<file path="src/rtl/matrix_loader.sv">
// matrix_loader
//   Double-buffered operand store feeding mmu_feeder. A host byte stream is
//   assembled into sets of 8 bytes (2x2 weights then 2x2 inputs). Two banks
//   ping-pong: the host fills one while the other is presented for compute.
//
// Ports
//   clk           system clock, rising edge
//   rst           asynchronous active-high reset
//   host_indata   host operand byte
//   host_valid    byte valid this cycle
//   host_ready    write bank can accept a byte
//   compute_done  one-cycle pulse: current set consumed
//   compute_en    high while the read bank holds a full set (feeder en)
//   weight_0..3   read-bank weights, row-major
//   input_0..3    read-bank inputs, row-major
//   banks_full    number of full banks (0..2)
//   overrun       sticky: byte offered while host_ready was low
module matrix_loader #(
    parameter int DATA_W = 8
) (
    input  logic              clk,
    input  logic              rst,
    input  logic [DATA_W-1:0] host_indata,
    input  logic              host_valid,
    output logic              host_ready,
    input  logic              compute_done,
    output logic              compute_en,
    output logic [DATA_W-1:0] weight_0,
    output logic [DATA_W-1:0] weight_1,
    output logic [DATA_W-1:0] weight_2,
    output logic [DATA_W-1:0] weight_3,
    output logic [DATA_W-1:0] input_0,
    output logic [DATA_W-1:0] input_1,
    output logic [DATA_W-1:0] input_2,
    output logic [DATA_W-1:0] input_3,
    output logic [1:0]        banks_full,
    output logic              overrun
);

    typedef enum logic {
        IDLE = 1'b0,
        RUN  = 1'b1
    } state_t;

    state_t            state;
    state_t            state_next;
    logic [DATA_W-1:0] mem [0:1][0:7];
    logic [1:0]        full;
    logic              wr_bank;
    logic              rd_bank;
    logic [2:0]        wr_ptr;
    logic              accept;
    logic              fill_done;
    logic              release_set;

    assign host_ready  = !full[wr_bank];
    assign accept      = host_valid && host_ready;
    assign fill_done   = accept && (wr_ptr == 3'd7);
    assign release_set = (state == RUN) && compute_done;
    assign banks_full  = {1'b0, full[0]} + {1'b0, full[1]};

    // Write side: byte storage and write pointers
    always_ff @(posedge clk or posedge rst) begin
        if (rst) begin
            for (int b = 0; b < 2; b++) begin
                for (int i = 0; i < 8; i++) begin
                    mem[b][i] <= '0;
                end
            end
            wr_ptr  <= 3'd0;
            wr_bank <= 1'b0;
            overrun <= 1'b0;
        end else begin
            if (accept) begin
                mem[wr_bank][wr_ptr] <= host_indata;
                wr_ptr               <= wr_ptr + 3'd1;
                if (fill_done) begin
                    wr_bank <= !wr_bank;
                end
            end
            if (host_valid && !host_ready) begin
                overrun <= 1'b1;
            end
        end
    end

    // Full flags: a fill and a release always target different banks,
    // since a bank in RUN is full and a full bank is never written.
    always_ff @(posedge clk or posedge rst) begin
        if (rst) begin
            full <= 2'b00;
        end else begin
            for (int b = 0; b < 2; b++) begin
                if (fill_done && (wr_bank == b[0])) begin
                    full[b] <= 1'b1;
                end else if (release_set && (rd_bank == b[0])) begin
                    full[b] <= 1'b0;
                end
            end
        end
    end

    // Read FSM state register
    always_ff @(posedge clk or posedge rst) begin
        if (rst) begin
            state      <= IDLE;
            rd_bank    <= 1'b0;
            compute_en <= 1'b0;
        end else begin
            state      <= state_next;
            compute_en <= (state_next == RUN);
            if (release_set) begin
                rd_bank <= !rd_bank;
            end
        end
    end

    // Read FSM next state; leaving RUN always passes through IDLE for one
    // cycle so the feeder sees en low between sets.
    always_comb begin
        state_next = state;
        case (state)
            IDLE:    if (full[rd_bank]) state_next = RUN;
            RUN:     if (compute_done)  state_next = IDLE;
            default: state_next = IDLE;
        endcase
    end

    // Operand outputs track the read bank every cycle
    always_ff @(posedge clk or posedge rst) begin
        if (rst) begin
            weight_0 <= '0;
            weight_1 <= '0;
            weight_2 <= '0;
            weight_3 <= '0;
            input_0  <= '0;
            input_1  <= '0;
            input_2  <= '0;
            input_3  <= '0;
        end else begin
            weight_0 <= mem[rd_bank][0];
            weight_1 <= mem[rd_bank][1];
            weight_2 <= mem[rd_bank][2];
            weight_3 <= mem[rd_bank][3];
            input_0  <= mem[rd_bank][4];
            input_1  <= mem[rd_bank][5];
            input_2  <= mem[rd_bank][6];
            input_3  <= mem[rd_bank][7];
        end
    end

endmodule

</file>
<file path="config.mk">
export PLATFORM = sky130hd
export DESIGN_NAME = matrix_loader
export DESIGN_NICKNAME = d
export VERILOG_FILES = /design/src/rtl/matrix_loader.sv
export SDC_FILE = /design/constraint.sdc
export NUM_CORES = 1
export LEC_CHECK = 0
export CORE_MARGIN = 2
export CORE_UTILIZATION = 35
export CTS_BUF_LIST = sky130_fd_sc_hd__clkbuf_8
export CTS_CLUSTER_SIZE = 16
export DETAILED_ROUTE_END_ITERATION = 12
export PLACE_DENSITY = 0.63
export RECOVER_POWER = 100
export REMOVE_ABC_BUFFERS = 1
export SYNTH_ARGS = -nofsm -noshare
export SYNTH_HDL_FRONTEND = slang
export SYNTH_SLANG_ARGS = --single-unit
</file>
<file path="constraint.sdc">
create_clock -name clk -period 11 [get_ports clk]
set_input_delay 1.65 -clock clk [delete_from_list [all_inputs] [get_ports clk]]
set_output_delay 1.65 -clock clk [all_outputs]
set_load 0.02 [all_outputs]
</file>
==> summary.md <==
| Metric | Value |
|---|---|
| WL final | `15,000 um` |
| R2R Setup Slk | `7.48 ns` |
| Post-DR wirelength/cell | `17.5 um` |
| Row cnt | `54` |
| Router iterations before antenna repair | `4` |
| CTS root buffer | `clkbuf_8` |
| Buffers on Ports | `80` |
| Post-cts resize count | `0` |
| Setup Viol. Count Final | `0` |
| Worst-Margin Slew | `5.30 ns` |
| Total grt overflow | `0` |
| Clock latency on the worst-skew pair | `0.55 ns` |
| Routability Congestion | `0.757` |
| Cell variety after synth | `28` |
| Setup slack after layout | `5.24 ns` |
| I/O Pins | `81` |
| Largest net degree at the start of global routing | `127` |
| Fin. max-slew vios | `199` |
| Power per cell area | `296 mW/mm^2` |
| Worst vdd rail ir drop | `0.0000910 V` |
| Syn Area/Cell | `16.6 um^2` |
| Final HPWL DP | `9370 um` |
| Number of global-route vias before repair | `4,517` |
| # Post-CTS Setup Buffers | `0` |
| Proportion of layout cells with a drive suffix above 1 | `36.6%` |
| Outcome | `finished with violations` |
| CTS tree | `yes` |
| First-pass GRT wire length | `24,700 um` |
| Detail Route Antenna Nets | `0` |
| Final nets | `570` |
| Worst flop-to-flop path endpoint | `weight_1[1]` |
| Area share of fa/ha/maj cells after synthesis | `0.488%` |
| Setup TNS | `0 ns` |
| Crit path max fanout | `126` |
| Die X | `152 um` |
| Period utilisation layout | `52.4%` |
| DIE AREA | `0.0232 mm^2` |
| Clock skew | `0.0103 ns` |
| Area delta synth->final | `20.4%` |
| Vias | `4,002` |
| Initial Util | `35.5%` |
| Sequential area share after synthesis | `65.4%` |
| Placed Area | `0.00877 mm^2` |
| Post-Layout Cell Count | `856` |
| Synth Area in XOR/XNOR | `0.228%` |
| Setup crit start kind | `input port` |
| CTS buffer count | `31` |
| Drt initial violations | `93` |
| Post-synthesis compound-gate area fraction | `0.634%` |
| Gr usage total | `13.3%` |
| Antenna violations before repair | `0` |
| Syn. warnings | `0` |
| CTS Hold Bufs | `0` |
| Static Leak | `4.30 nW` |
| Clk sinks | `201` |
| HP Class | `reg2reg` |
| Worst Path Arrival | `6.31 ns` |
| Post-Syn Area | `0.00769 mm^2` |
| Cells after synthesis | `463` |
| Reg2Reg Launch Point | `rd_bank` |
| DRC | `0` |
| Critical path type | `in2async` |
| RSZ-0062 raised after global routing | `no` |
| F_max | `173 MHz` |
| Mux cell area share after synthesis | `29.1%` |
| DR vias/cell | `4.68` |
| Clock Path Buffers | `3` |
| Violations in the final reports | `max-capacitance violations, max-slew violations` |
| Hold path start | `mem[50]` |
| ANT cells | `0` |
| Final Hold Vio Count | `0` |
| H-tree depth | `1` |
| Die Ht | `152 um` |
| Slew headroom | `-256%` |
| Hold path endpoint | `mem[50]` |
| Core ar. | `0.0217 mm^2` |
| Inst Count DP | `802` |
| Post-synthesis simple-gate area fraction | `2.80%` |
| Worst EP required | `11.55 ns` |
| Hold-critical path depth | `1` |
| Fin crit period | `5.76 ns` |
| R2r worst-path depth | `2` |
| Max-cap violations | `4` |
| Flops & latches, synth | `201` |
| Pre-CTS setup slack | `7.10 ns` |
| Post-Layout Inst Area | `0.00927 mm^2` |
| Clock-pin transition on the worst setup and hold timing paths | `0.07 ns` |
| Endpoint class of the critical path | `async pin` |
| Largest family of logic cells by synthesized area | `multiplexers` |
-- cell usage after synthesis --
master | count | area (um^2)
buf_2 | 7 | 35.0
buf_1 | 4 | 15.0
buf_6 | 1 | 11.3
dfrtp_1 | 201 | 5030
nand4b_4 | 1 | 23.8
mux2i_1 | 1 | 10.0
and4bb_1 | 1 | 12.5
nor2_1 | 2 | 7.51
mux2_2 | 187 | 2110
ha_1 | 3 | 37.5
nor2b_1 | 4 | 25.0
nor3b_4 | 2 | 37.5
mux2_4 | 8 | 120
a22o_1 | 1 | 8.76
nor2_2 | 1 | 6.26
nand3_1 | 1 | 5.00
and4bb_2 | 1 | 12.5
o21a_1 | 1 | 7.51
or3_1 | 1 | 6.26
o21bai_1 | 1 | 7.51
nor4b_4 | 1 | 23.8
o31ai_1 | 2 | 15.0
and3_1 | 1 | 6.26
clkbuf_1 | 11 | 41.3
nand2_1 | 13 | 48.8
inv_1 | 2 | 7.51
xnor2_1 | 2 | 17.5
o21ai_0 | 2 | 10.0
-- kinds of logic after synthesis --
kind of cell	count (synthesis)
AOI/OAI and AO/OA	7
adders and majority gates	3
DFF	201
muxes	196
and+or+nand+nor	29
xor gates and xnor gates	2
buffers and inverters	25
-- area by class of cell --
cell class                 instances  area [um^2]
timing repair buffer              82          812
inverter                           2         8.76
clock inverter                    15         60.1
multi-input combinational        237         2470
clock buffer                      39          537
tap                              280          350
fill                            1926        12400
sequential                       201         5030
-- critical path: stages --
cell and delay [ns]:
dlygate4sd3_1 0.56, clkinvlp_2 2.94, buf_4 1.08
-- metrics by stage --
step,util (%),hold slack [ns],total power [W]
after detailed placement,40.4,0.488,0.00227
after global placement,40.4,0.482,0.00222
after global routing,42.7,0.512,0.00292
after floorplan,-,0.474,0.00188
after CTS,43.2,0.503,0.00287
final,42.7,0.495,0.00274
-- state kept, by name, indices dropped and copies added, names as in the netlist --
| signal | cells |
|---|---|
| wr_bank | 1 |
| wr_ptr | 3 |
| state | 1 |
| full | 2 |
| weight_1 | 8 |
| input_1 | 8 |
| weight_3 | 8 |
| mem | 128 |
| input_0 | 8 |
| weight_0 | 8 |
| rd_bank | 1 |
| overrun | 1 |
| input_2 | 8 |
| input_3 | 8 |
| weight_2 | 8 |
-- cells in the final DEF, fill, tap and decap left out, drive strengths merged, types with 3 or more instances in the layout --
cell	netlist	layout
dlygate4sd3	0	72
clkinv	0	3
nor2	3	3
clkdlybuf4s50	0	8
ha	3	3
nor2b	4	4
mux2	195	195
dfrtp	201	201
nand2	13	13
inv	2	13
clkbuf	11	40
-- worst max-delay path by stage --
stage | startpoint | endpoint | slack (ns) | cells past startpoint
5_1_grt | rst | mem[43] | 4.23 | 3
3_3_place_gp | rst | rd_bank | 7.20 | 3
3_5_place_dp | rst | rd_bank | 7.10 | 3
4_1_cts | wr_bank | host_ready | 7.12 | 2
6_report | rst | mem[124] | 5.24 | 3
2_1_floorplan | rst | full[0] | 3.87 | 1
-- layer usage --
layer  track usage (%)  part of all wire [%]
met5                 0                     0
met2              21.5                    48
met1              18.0                    46
met3              3.04                   4.3
met4              3.92                   2.2
-- report_power, final --
group	internal (W)	switching [W]
sequential	0.00108	0.000177
combinational	0.000499	0.000402
clock	0.000315	0.000268
total	0.00190	0.000847
(Power assumes the default switching activity.)
